### config.mk
export PLATFORM = sky130hd
export DESIGN_NAME = branch_predictor
export DESIGN_NICKNAME = d
export VERILOG_FILES = /design/src/rtl/branch_predictor.sv
export SDC_FILE = /design/constraint.sdc
export NUM_CORES = 2
export LEC_CHECK = 0
export BUFFER_PORTS_ARGS = -buffer_cell sky130_fd_sc_hd__buf_2
export CELL_PAD_IN_SITES_DETAIL_PLACEMENT = 0
export CELL_PAD_IN_SITES_GLOBAL_PLACEMENT = 1
export CORE_MARGIN = 8
export CORE_UTILIZATION = 40
export CTS_CLUSTER_DIAMETER = 200
export CTS_CLUSTER_SIZE = 16
export DETAILED_ROUTE_END_ITERATION = 7
export PLACE_DENSITY = 0.73
export SLEW_MARGIN = 20
export SYNTH_ARGS = -nofsm -noshare
export SYNTH_HDL_FRONTEND = slang
export SYNTH_SLANG_ARGS = --single-unit
### constraint.sdc
create_clock -name clk -period 16.9 [get_ports clk]
set_clock_uncertainty 0.05 [all_clocks]
set_input_delay 1.69 -clock clk [delete_from_list [all_inputs] [get_ports clk]]
set_output_delay 1.69 -clock clk [all_outputs]
set_load 0.01 [all_outputs]
### src/rtl/branch_predictor.sv
// Bimodal 2-bit-counter branch direction predictor, 1-cycle query latency, trained at commit.
// Define BP_GSHARE_EN to XOR a committed global history register into the table index.
module branch_predictor #(
  parameter int         XLEN            = 32,
  parameter int         BHT_INDEX_WIDTH = 8,
  parameter logic [1:0] CNT_INIT        = 2'b01,
  parameter int         GHR_WIDTH       = 8
) (
  input  logic            clk,
  input  logic            rst,
  input  logic            flush,
  input  logic            stall,
  input  logic            if_query_valid,
  input  logic [XLEN-1:0] if_query_addr,
  input  logic            rob_bp_enable,
  input  logic [XLEN-1:0] rob_bp_inst_addr,
  input  logic            rob_bp_jump,
  input  logic            rob_bp_correct,
  output logic            bp_pred_valid,
  output logic            bp_pred_jump,
  output logic [31:0]     bp_branch_cnt,
  output logic [31:0]     bp_miss_cnt
);

  localparam int ENTRIES = 1 << BHT_INDEX_WIDTH;

  logic [1:0]                 cnt [ENTRIES];
  logic [BHT_INDEX_WIDTH-1:0] hist;
  logic [BHT_INDEX_WIDTH-1:0] query_idx;
  logic [BHT_INDEX_WIDTH-1:0] upd_idx;
  logic [1:0]                 upd_old;
  logic [1:0]                 upd_new;
  logic [1:0]                 query_cnt;
  logic                       unused_addr_bits;

`ifdef BP_GSHARE_EN
  logic [GHR_WIDTH-1:0] ghr;

  assign hist = BHT_INDEX_WIDTH'(ghr);

  // History is shifted only by committed branches, so flush never needs to repair it.
  always_ff @(posedge clk or posedge rst) begin
    if (rst) begin
      ghr <= '0;
    end else if (rob_bp_enable) begin
      ghr <= {ghr[GHR_WIDTH-2:0], rob_bp_jump};
    end
  end
`else
  assign hist = '0;
`endif

  assign query_idx = if_query_addr[BHT_INDEX_WIDTH:1] ^ hist;
  assign upd_idx   = rob_bp_inst_addr[BHT_INDEX_WIDTH:1] ^ hist;

  assign unused_addr_bits = ^{if_query_addr[XLEN-1:BHT_INDEX_WIDTH+1], if_query_addr[0],
                              rob_bp_inst_addr[XLEN-1:BHT_INDEX_WIDTH+1], rob_bp_inst_addr[0]};

  always_comb begin
    upd_old = cnt[upd_idx];
    upd_new = upd_old;
    if (rob_bp_jump) begin
      if (upd_old != 2'b11) upd_new = upd_old + 2'b01;
    end else begin
      if (upd_old != 2'b00) upd_new = upd_old - 2'b01;
    end
  end

  // A same-cycle update to the queried entry is forwarded so the guess sees the trained value.
  always_comb begin
    query_cnt = cnt[query_idx];
    if (rob_bp_enable && (upd_idx == query_idx)) query_cnt = upd_new;
  end

  always_ff @(posedge clk or posedge rst) begin
    if (rst) begin
      for (int i = 0; i < ENTRIES; i++) cnt[i] <= CNT_INIT;
    end else if (rob_bp_enable) begin
      cnt[upd_idx] <= upd_new;
    end
  end

  always_ff @(posedge clk or posedge rst) begin
    if (rst) begin
      bp_pred_valid <= 1'b0;
      bp_pred_jump  <= 1'b0;
    end else if (flush) begin
      bp_pred_valid <= 1'b0;
      bp_pred_jump  <= 1'b0;
    end else if (!stall) begin
      bp_pred_valid <= if_query_valid;
      bp_pred_jump  <= if_query_valid & query_cnt[1];
    end
  end

  always_ff @(posedge clk or posedge rst) begin
    if (rst) begin
      bp_branch_cnt <= '0;
      bp_miss_cnt   <= '0;
    end else if (rob_bp_enable) begin
      bp_branch_cnt <= bp_branch_cnt + 32'd1;
      bp_miss_cnt   <= bp_miss_cnt + {31'd0, ~rob_bp_correct};
    end
  end

endmodule

==> impl_results.md <==
- Via count: 21,700
- RSZ-0062 raised after global routing: no
- Overflow left after global routing: 0
- Total GRT Usage: 18.7%
- Distinct cells, synth: 40
- Post-Synthesis Cells: 2,586
- Final antenna diode count: 0
- Share of the synthesized area in the top cell type: 26.6%
- Comb pwr share: 15.0%
- Clk network pwr share: 32.3%
- Fmax: 130 MHz
- Number of global-route vias before repair: 21,600
- Avg WL per Cell: 23.4 um
- Setup crit start kind: primary input
- Setup Fix Bufs, Post-CTS: 0
- Floorplan row count: 101
- Cts hold-fix bufs: 0
- Switching Fraction: 28.3%
- Min cycle time layout: 7.72 ns
- Final WL: 81,100 um
- Core Region: 0.0754 mm^2
- Primary FF master, synth: dfrtp_1
- Antenna violations before repair: 0
- Hold Crit Class: reg2reg
- Bufs and invs on worst path: 4
- Sequential power share: 52.7%
- CTS tree: done
- Most common cell in the synthesized netlist: dfrtp_1
- Critical Path Max Stage Delay: 0.79 ns
- Max IR drop VDD: 62.3 uV
- Placed insts: 3,407
- Pre-antenna DRT Iters: 6
- Area after DPL: 0.0312 mm^2
- TNS Setup: 0 ns
- Register area share after synthesis: 48.9%
- Pwr dens: 92.2 mW/mm^2
- Clock transition at path regs: 0.07 ns
- Root Driver: clkbuf_16
- Sequence of cells on the critical path: buf_8 -> buf_4 -> mux4_2 -> a22oi_1 -> a21oi_1 -> nor4_1 -> nor2_1 -> nor4_1 -> maj3_4 -> buf_4 -> buf_6 -> a31oi_1
- Syn Std Cell Area: 0.0302 mm^2
- Dpl ws: 8.43 ns
- Critical path fanouts, max: 120
- Max-cap viol count: 0
- Worst skew pair latency: 0.60 ns
- Largest net degree at the start of global routing: 204
- Worst EP required: 17.28 ns
- Post-route insts no fill: 3,471
- Nets: 2,549
- Leakage: 12.1 nW
- Layout cell share with drive strength beyond 1: 34.1%
- Filler cell count: 6,936
- Fin area: 0.0325 mm^2
- Post-synth top area cell: dfrtp_1
- First-pass GRT wire length: 128,000 um
- Slew Viols, Final: 0
- Drt initial violations: 2,020
- Area of the multi-input gates: 0.0142 mm^2
- Die Ht: 291 um
- # IOs: 138
- Hpwl dp: 47,200 um
- H-tree levels: 2
- Post-synth net total: 2,661
- Final setup viols: 0
- Power Total: 2.99 mW
- Via density: 6.25
- Switching power: 0.846 mW
- Hold Vio Cnt, Final: 0
- Arr. time, crit path: 8.10 ns
- Worst Tran Pin Value: 1.12 ns
- DR DRC count: 0
- Resized Gates After CTS: 0
- Area Growth Syn to Fin: 7.38%
- Status: complete, no violations
- FF+latch count, synth: 578
- Die width: 291 um
- Post-synth EDFFs: 0
- Most frequent cells after synthesis: 322 x dfrtp_1, 291 x a21oi_1, 256 x dfstp_2
- CTS buffer count: 42
- Worst-path cell with the longest stage delay: maj3_4
- Final ANT Viol Nets: 0
- Largest cells by area after synthesis: dfrtp_1 27%, dfstp_2 22%, mux4_2 15%
- CP delay by family, top: buffers and inverters
- Tcrit/Tclk final: 45.7%
- Gpl congestion: 0.763
- Setup WS post-layout: 9.18 ns
- Synth warn: 0
- Register Area: 0.0148 mm^2
- Clk buf depth: 3
- Port bufs: 89
- Slew margin rel.: 25.1%
- Internal power: 2.15 mW
- Starting density of the core: 40.1%
- CTS Sinks: 578
- Synthesized area per cell: 11.7 um^2
- Asr flop ratio synth: 100%
- Die Area: 0.0846 mm^2
- CP Capture Type: register
- Critical setup path kind: in2reg
==> final timing paths <==
kind | start | to | slack [ns] | depth (start not counted)
min reg2reg | cnt[440]$_DFFE_PP1P_ | cnt[440]$_DFFE_PP1P_ | 0.42 | 2
min in group asynchronous | rst | bp_branch_cnt[1]$_DFFE_PP0P_ | 1.15 | 3
min | cnt[440]$_DFFE_PP1P_ | cnt[440]$_DFFE_PP1P_ | 0.42 | 2
max in group asynchronous | rst | cnt[39]$_DFFE_PP0P_ | 12.90 | 6
max | rob_bp_inst_addr[1] | cnt[303]$_DFFE_PP0P_ | 9.18 | 12
max reg2reg | cnt[232]$_DFFE_PP1P_ | cnt[303]$_DFFE_PP0P_ | 11.38 | 10
==> registers in the layout, indices dropped and copies added (netlist names) <==
name	cells
bp_miss_cnt	32
cnt	512
bp_branch_cnt	32
bp_pred_jump	1
bp_pred_valid	1
==> placed cells by master, fill, tap and decap left out, types with 29 or more instances in the layout <==
cell       netlist  layout
a21oi_1        291     291
a22oi_1         68      68
a31oi_1        255     255
buf_2           47      86
buf_4            1      60
clkbuf_16        0      42
dfrtp_1        322     322
dfstp_2        256     256
mux4_2         208     208
nand2_1        126     121
nand3_1         38      38
nor2_1          58      29
o21ai_0        254     254
o31ai_1         88      88
o31ai_2        138     138
xnor2_1         52      52
==> logic make-up after synthesis <==
kind of cell | count (synthesis) | share of synthesized area (%)
simple gates | 305 | 4.63
mux | 212 | 15.6
xor+xnor | 69 | 2.00
compound gates | 1099 | 24.0
buf+inv | 318 | 4.65
flops | 578 | 48.9
fa+ha+maj | 5 | 0.194
==> tightest hold or removal path: stages, from the launching register on <==
cell     delay (ns)
dfstp_2        0.37
nand2_1        0.04
o21ai_1        0.05
==> power by group through the flow <==
stage / Clock [mW] / Combinational [mW] / Sequential [mW]
global route: 1.05 / 0.493 / 1.59
detailed placement: 0 / 0.451 / 1.60
floorplan: 0 / 0.344 / 1.59
global placement: 0 / 0.438 / 1.59
finish: 0.966 / 0.450 / 1.58
CTS: 0.999 / 0.451 / 1.58
==> stage by stage <==
| step | hold WS [ns] | utilization, % |
|---|---|---|
| finish | 0.420 | 43.0 |
| detailed placement | 0.410 | 41.3 |
| global route | 0.447 | 43.0 |
| global placement | 0.402 | 41.3 |
| floorplan | 0.391 | - |
| CTS | 0.421 | 42.9 |
==> routing by layer <==
metal  GRT usage [%]  up-vias  share of wire [%]
li1                -     9741                  -
met1            26.5    11100                 43
met2            29.8      757                 48
met3            2.92      122                6.7
met4            5.26        0                2.3
met5               0        -                  0
==> cell type report <==
class                   count  area share, %
clock buffers              59           3.43
inverters                   8          0.104
repair buffers            154           3.11
clock inverters             4          0.231
flip-flops and latches    578           45.5
multi-input cells        1690           43.8
well taps                 978           3.77
No activity file was read; power rests on OpenSTA's default activity.
